==> src/rtl/game_pkg.sv <==
// Shared definitions for the snake game: direction codes, button indices and
// the direction-opposite helper used by the turn-acceptance logic.
package game_pkg;

    typedef logic [1:0] dir_t;

    localparam dir_t DIR_LEFT  = 2'd0;
    localparam dir_t DIR_RIGHT = 2'd1;
    localparam dir_t DIR_UP    = 2'd2;
    localparam dir_t DIR_DOWN  = 2'd3;

    localparam int BTN_R = 0;
    localparam int BTN_L = 1;
    localparam int BTN_D = 2;
    localparam int BTN_U = 3;
    localparam int BTN_S = 4;
    localparam int NUM_BTN = 5;

    // Codes are laid out so that opposite directions differ only in bit 0.
    function automatic dir_t opposite(input dir_t d);
        return {d[1], ~d[0]};
    endfunction

endpackage

==> src/rtl/btn_debounce.sv <==
// One push-button conditioner: two-flop synchroniser followed by a
// stable-count debouncer that toggles its level after DEBOUNCE_CYCLES agreement.
module btn_debounce #(
    parameter int DEBOUNCE_CYCLES = 1000000,
    parameter int CNT_W           = 20
) (
    input  logic clk,
    input  logic rst_n,
    input  logic btn_raw,
    output logic btn_db
);

    localparam logic [CNT_W-1:0] CNT_LAST = CNT_W'(DEBOUNCE_CYCLES - 1);
    localparam logic [CNT_W-1:0] CNT_MAX  = '1;

    logic             sync1_q, sync2_q;
    logic             db_q, db_d;
    logic [CNT_W-1:0] cnt_q, cnt_d;

    always_comb begin
        cnt_d = cnt_q;
        db_d  = db_q;
        if (sync2_q == db_q) begin
            cnt_d = '0;
        end else if (cnt_q >= CNT_LAST) begin
            db_d  = ~db_q;
            cnt_d = '0;
        end else if (cnt_q != CNT_MAX) begin
            cnt_d = cnt_q + 1'b1;
        end
    end

    always_ff @(posedge clk or negedge rst_n) begin
        if (!rst_n) begin
            sync1_q <= 1'b0;
            sync2_q <= 1'b0;
            cnt_q   <= '0;
            db_q    <= 1'b0;
        end else begin
            sync1_q <= btn_raw;
            sync2_q <= sync1_q;
            cnt_q   <= cnt_d;
            db_q    <= db_d;
        end
    end

    assign btn_db = db_q;

endmodule

==> src/rtl/snake_dir_input.sv <==
// Snake input stage: conditions the five buttons, keeps the committed direction
// with a one-deep turn queue released on each movement step, and pulses restart on S.
module snake_dir_input
    import game_pkg::*;
#(
    parameter int DEBOUNCE_CYCLES = 1000000,
    parameter int CNT_W           = 20
) (
    input  logic       clk,
    input  logic       rst_n,
    input  logic       btn_u,
    input  logic       btn_d,
    input  logic       btn_l,
    input  logic       btn_r,
    input  logic       btn_s,
    input  logic       step,
    output logic [1:0] dir,
    output logic       pend_valid,
    output logic       restart,
    output logic [4:0] btn_db
);

    logic [NUM_BTN-1:0] btn_raw;
    logic [NUM_BTN-1:0] db_level;
    logic [NUM_BTN-1:0] db_prev_q;
    logic [NUM_BTN-1:0] press_q, press_d;

    dir_t dir_q, dir_d;
    dir_t pend_q, pend_d;
    logic pend_valid_q, pend_valid_d;

    dir_t ref_dir;
    dir_t req_dir;
    logic req_valid;

    assign btn_raw = {btn_s, btn_u, btn_d, btn_l, btn_r};

    genvar gi;
    generate
        for (gi = 0; gi < NUM_BTN; gi++) begin : g_btn
            btn_debounce #(
                .DEBOUNCE_CYCLES(DEBOUNCE_CYCLES),
                .CNT_W          (CNT_W)
            ) u_btn_debounce (
                .clk    (clk),
                .rst_n  (rst_n),
                .btn_raw(btn_raw[gi]),
                .btn_db (db_level[gi])
            );
        end
    endgenerate

    function automatic logic turn_ok(input dir_t req, input dir_t cur);
        return (req != cur) && (req != opposite(cur));
    endfunction

    assign press_d = db_level & ~db_prev_q;
    assign ref_dir = pend_valid_q ? pend_q : dir_q;

    // Only the highest-priority direction press is considered: U > L > D > R.
    always_comb begin
        req_valid = 1'b1;
        req_dir   = DIR_RIGHT;
        if (press_q[BTN_U])      req_dir = DIR_UP;
        else if (press_q[BTN_L]) req_dir = DIR_LEFT;
        else if (press_q[BTN_D]) req_dir = DIR_DOWN;
        else if (press_q[BTN_R]) req_dir = DIR_RIGHT;
        else                     req_valid = 1'b0;
    end

    always_comb begin
        dir_d        = dir_q;
        pend_d       = pend_q;
        pend_valid_d = pend_valid_q;
        if (press_q[BTN_S]) begin
            dir_d        = DIR_RIGHT;
            pend_d       = DIR_RIGHT;
            pend_valid_d = 1'b0;
        end else if (step) begin
            if (pend_valid_q) begin
                // The queued turn becomes the new heading; a same-cycle press
                // is judged against that heading and may re-fill the queue.
                dir_d        = pend_q;
                pend_valid_d = 1'b0;
                if (req_valid && turn_ok(req_dir, pend_q)) begin
                    pend_d       = req_dir;
                    pend_valid_d = 1'b1;
                end
            end else if (req_valid && turn_ok(req_dir, dir_q)) begin
                dir_d = req_dir;
            end
        end else if (req_valid && turn_ok(req_dir, ref_dir)) begin
            pend_d       = req_dir;
            pend_valid_d = 1'b1;
        end
    end

    always_ff @(posedge clk or negedge rst_n) begin
        if (!rst_n) begin
            db_prev_q    <= '0;
            press_q      <= '0;
            dir_q        <= DIR_RIGHT;
            pend_q       <= DIR_RIGHT;
            pend_valid_q <= 1'b0;
        end else begin
            db_prev_q    <= db_level;
            press_q      <= press_d;
            dir_q        <= dir_d;
            pend_q       <= pend_d;
            pend_valid_q <= pend_valid_d;
        end
    end

    assign dir        = dir_q;
    assign pend_valid = pend_valid_q;
    assign restart    = press_q[BTN_S];
    assign btn_db     = db_level;

endmodule

==> config.mk <==
export PLATFORM = sky130hd
export DESIGN_NAME = snake_dir_input
export DESIGN_NICKNAME = d
export VERILOG_FILES = /design/src/rtl/game_pkg.sv /design/src/rtl/btn_debounce.sv /design/src/rtl/snake_dir_input.sv
export SDC_FILE = /design/constraint.sdc
export NUM_CORES = 1
export LEC_CHECK = 0
export BUFFER_PORTS_ARGS = -buffer_cell sky130_fd_sc_hd__buf_2
export CORE_ASPECT_RATIO = 0.7
export CORE_MARGIN = 5
export CORE_UTILIZATION = 50
export CTS_BUF_LIST = sky130_fd_sc_hd__clkbuf_16
export DETAILED_ROUTE_END_ITERATION = 12
export PLACE_DENSITY = 0.72
export RECOVER_POWER = 25
export SYNTH_ARGS = -nofsm -noshare
export SYNTH_HDL_FRONTEND = slang
export SYNTH_SLANG_ARGS = --single-unit
==> constraint.sdc <==
create_clock -name clk -period 2.2 [get_ports clk]
set_clock_uncertainty 0.15 [all_clocks]
set_input_delay 0.44 -clock clk [delete_from_list [all_inputs] [get_ports clk]]
set_output_delay 0.44 -clock clk [all_outputs]
set_load 0.02 [all_outputs]
---- After elaboration in Yosys (flattened, before gate mapping) ----
Index checks and enable logic that the tools add are counted.
Widths: inputs -> output; s select.
word-level totals
  bits in registers ....................... 130
  bits in latches ......................... 0
  memory bits (writable) .................. 0
  memory bits (read-only) ................. 0
  input port bits ......................... 8
  output and inout port bits .............. 9
  memories kept ........................... 0
cells by class
  add/subtract/negate cells ............... 5
  multiply operators ...................... 0
  divide/modulo/power cells ............... 0
  order comparisons ....................... 5
  equal/unequal tests ..................... 18
  shifts and indexed selects .............. 0
  multiplexer cells ....................... 37
  bitwise logic cells ..................... 15
  reductions and logical operators ........ 21
operators by type and width
  operator               number
  $mux 20                15
  $add 20x1->20 const B  5
  $ge 20x20->1 const B   5
  $ne 20x20->1 const B   5
  $mux 2                 13
  $reduce_bool 3->1      7
  $not 1->1              13
  $ne 2x2->1             6
  $reduce_and 2->1       6
  $mux 1                 9
  $logic_and 1x1->1      6
  $ne 3x1->1 const B     2
  $and 5x5->5            1
  $eq 1x1->1             5
  $not 5->5              1
  $reduce_and 3->1       1
  $reduce_bool 2->1      1

---- Logic depth before layout (Yosys ltp) ----
  word-level depth ........................ 10
  mapped depth ............................ 7

---- Cells and area by module ----
A second synthesis with hierarchy kept.
second synthesis, totals
  cells, all modules ...................... 685
  area total of the unflattened synthesis .. 6824.0 um^2
by module, submodules not included
  module           instances  cells each  area each (um^2)
  btn_debounce     5          124         1226.2
  snake_dir_input  1          65          693.2

---- Least setup slack after synthesis ----
Ideal clock, no wire load.
  path type ............................... reg-to-reg
  start point ............................. reg g_btn[4].u_btn_debounce.cnt_q[0]
  end point ............................... reg g_btn[4].u_btn_debounce.cnt_q[8]
  data arrival time ....................... 1815 ps
  setup slack ............................. 147 ps
  cell stages (with the launch flop) ...... 8
  path through ............................ dfrtp_1 -> ha_1 -> and4_4 -> a2111o_1 -> a211oi_2 -> o21ai_1 -> buf_2 -> nor3b_1
on the way
  longest elaborated chain between the ends .. 4
  elaborated cells between the ends (all ways) .. 7
  classes of those cells .................. 1 x add/sub; 1 x order compare; 1 x eq/ne; 3 x mux; 1 x reduce/logical
RTL lines
  element                 line                text
  start, declared         btn_debounce.sv:18  logic [CNT_W-1:0] cnt_q, cnt_d;
  start signal, assigned  btn_debounce.sv:42  cnt_q <= cnt_d;
  $add 20x1->20           btn_debounce.sv:29  cnt_d = cnt_q + 1'b1;
  $mux 20                 btn_debounce.sv:28  end else if (cnt_q != CNT_MAX) begin
  $mux 20                 btn_debounce.sv:25  end else if (cnt_q >= CNT_LAST) begin
  $mux 20                 btn_debounce.sv:23  if (sync2_q == db_q) begin
Parallel ways exist; a longest one is shown, timed or not. The select of a mux whose other input is x is not followed.
A chain may end at the register's enable or synchronous reset.

---- Final worst setup path ----
  start point ............................. reg g_btn[4].u_btn_debounce.cnt_q[0]
  end point ............................... reg g_btn[4].u_btn_debounce.cnt_q[9]
Same word-level chain as after synthesis.

==> results_dict.tcl <==
set metrics [dict create \
    outcome "finished, final reports clean" \
    h-tree-depth 4 \
    stdcell_count 870 \
    drt_iter0_markers 403 \
    synth-seq-area-share 0.511 \
    cp-end-kind "flop" \
    fin_crit_sh 0.963 \
    core-area_um2 12500 \
    cap_violations 0 \
    drc 0 \
    cts_tree "built" \
    grt_pass1_vias 4721 \
    synth_top_cell_by_area "dfrtp_1" \
    routed_wirelength_um 12900 \
    port_buffers 16 \
    place.gp.congestion 0.876 \
    finalPower_w 0.00538 \
    synthMuxAreaShare 0.0120 \
    drt-wirelength-per-cell_um 14.8 \
    stdcell_area_um2 7420 \
    placement.cell_area_um2 6760 \
    required_ps 2370 \
    first_pass_iters 5 \
    synthArstFlopShare 1.00 \
    dp_hpwl_um 8880 \
    power_density_nw_per_um2 725 \
    initial_core_util 0.511 \
    worstPathMaxFanout 20 \
    arrival_ps 2290 \
    synth-simple-area-share 0.252 \
    antenna_found_initial 0 \
    grt_pass1_wl_um 22600 \
    die-height_um 104 \
    synth_edf_count 0 \
    startpoint_type "flop" \
    slew_violations 0 \
    numClockSinks 130 \
    synth_compound_area_frac 0.110 \
    final_common_cell "dfrtp_1" \
    synth.cell_area_um2 6370 \
    cts_buffers 17 \
    clkLatencyLatePin_ps 410 \
    n_antenna_cell 0 \
    synth_area_leaders "dfrtp_1, nor2_1, xnor2_1, xor2_1, and3_1" \
    synth_xor_area_frac 0.0824 \
    die-area_um2 15100 \
    path_class "reg -> reg" \
    ys_ff_latch 130 \
    root_buffer "clkbuf_16" \
    tightestPinTransition_ps 637 \
    ir_drop_mv 0.547 \
    setup_viol 0 \
    grt-ovfl-total 0 \
    synth_ff_type "dfrtp_1" \
    io_pins 17 \
    hold_class "in -> reg" \
    path_clk_slew_ps 60 \
    synth_top_family_by_area "simple AND/OR/NAND/NOR gates" \
    maxSlewHeadroom 0.575 \
    period_needed_ps 2120 \
    syn_nets 663 \
    hold_violations 0 \
    via_per_inst 5.68 \
    ys_types 60 \
    vias 4942 \
    grt_usage 0.177 \
    fmaxAchievable_mhz 472 \
    fin_ws_ps 80.4 \
    synth_fa_ha_area_frac 0.00981 \
    netlist.area_leader.share 0.502 \
    grt_max_degree 49 \
    dp_slack_ps 5.98 \
    netlist_instances 650 \
    layout-drive-gt1-share 0.141 \
    dieWidth_um 145 \
    syn-mean-instance-area_um2 9.81 \
    whs_ps 150 \
    ant_nets 0 \
    layout.nets 708 \
    leakage_nw 3.24 \
    clockBufferDepth 2 \
    synthToLayoutAreaGrowth_pct 16.4 \
    final_cell_mix "dfrtp_1, nor2_1, nand2_1" \
    dp.cells 831 \
    num_rows 34 \
    ys_warn_count 0 \
]
==> power by group <==
group / switching, W / internal, W / total, W
registers: 0.0000290 / 0.00242 / 0.00245
clock network: 0.00109 / 0.00168 / 0.00276
logic: 0.000109 / 0.0000567 / 0.000166
total: 0.00122 / 0.00416 / 0.00538
==> what timing repair did <==
| item | 4_1_cts | 5_1_grt |
|---|---|---|
| pin swaps | 0 | 1 |
| endpoints found under the hold margin | 14 | 0 |
| endpoints found under the setup margin | 2 | 30 |
| hold buffers | 6 | 0 |
| buffers inserted | 0 | 1 |
| gates resized for setup | 1 | 6 |
==> worst max-delay path, cell delays in order, from the launching register on <==
cell and delay, ps:
dfrtp_1 390, ha_2 210, and4_4 160, a2111o_1 420, a211oi_2 230, o21ai_1 100
buf_6 180, nor3b_1 190
==> cells by family (layout without fill, tap and decap cells) <==
group,count (synthesis),after routing
buf+inv,32,90
mux,7,7
compound gates,102,102
flops,130,130
simple gates,314,314
fa+ha+maj,5,5
xor+xnor,60,60
==> flip-flops by register name, indices dropped and copies added (netlist names) <==
signal	cells
g_btn.u_btn_debounce.cnt_q	100
g_btn.u_btn_debounce.btn_db	5
dir	2
g_btn.u_btn_debounce.sync2_q	5
g_btn.u_btn_debounce.sync1_q	5
press_q	5
db_prev_q	5
pend_valid	1
pend_q	2
==> synthesized netlist by cell type, types with 4 or more instances <==
cell,count
ha_1,5
nor3b_1,4
or3_1,5
xnor2_1,35
o211ai_1,4
and4_1,10
nand4_1,15
buf_4,5
a21oi_1,29
xor2_1,25
nand3_1,34
nor2b_1,7
clkbuf_1,10
and3_1,29
o21a_1,5
inv_1,11
nor2_1,109
nor4_1,5
o31ai_1,4
dfrtp_1,128
nand2_1,42
mux2_2,5
and2_1,5
a31oi_1,11
a211oi_1,19
o21ai_0,9
nor3_2,4
buf_2,5
nor3_1,29
or4_1,4
==> layer usage <==
layer / vias up / track usage / part of all wire
met2: 90 / 0.260 / 0.44
met5: - / 0 / 0
met3: 14 / 0.0427 / 0.036
met4: 0 / 0.0585 / 0.011
met1: 2416 / 0.257 / 0.52
li1: 2422 / - / -
==> worst paths after layout <==
path / slack, ps / endpoint / cells after the start / startpoint
setup / recovery: 80 / g_btn[4].u_btn_debounce.cnt_q[9] / 7 / g_btn[4].u_btn_debounce.cnt_q[0]
hold / removal: 150 / dir[0] / 2 / step
setup reg to reg: 80 / g_btn[4].u_btn_debounce.cnt_q[9] / 7 / g_btn[4].u_btn_debounce.cnt_q[0]
hold reg to reg: 200 / g_btn[3].u_btn_debounce.sync2_q / 0 / g_btn[3].u_btn_debounce.sync1_q
max in group asynchronous: 370 / g_btn[1].u_btn_debounce.cnt_q[10] / 3 / rst_n
min in group asynchronous: 410 / g_btn[0].u_btn_debounce.cnt_q[13] / 2 / rst_n
==> layout make-up <==
cell class / count / area, um2
clock buffer: 17 / 425
sequential: 130 / 3260
multi-input combinational: 488 / 3010
timing repair buffer: 47 / 330
tap: 162 / 203
clock inverter: 15 / 158
fill: 1007 / 5040
inverter: 11 / 41.3
==> metrics by stage <==
stage | util | setup TNS [ps]
after floorplan | - | 0
after global placement | 0.542 | 0
after detailed placement | 0.542 | 0
after CTS | 0.594 | 0
after global routing | 0.595 | -23.9
final | 0.595 | 0
No activity file was read; power rests on OpenSTA's default activity.
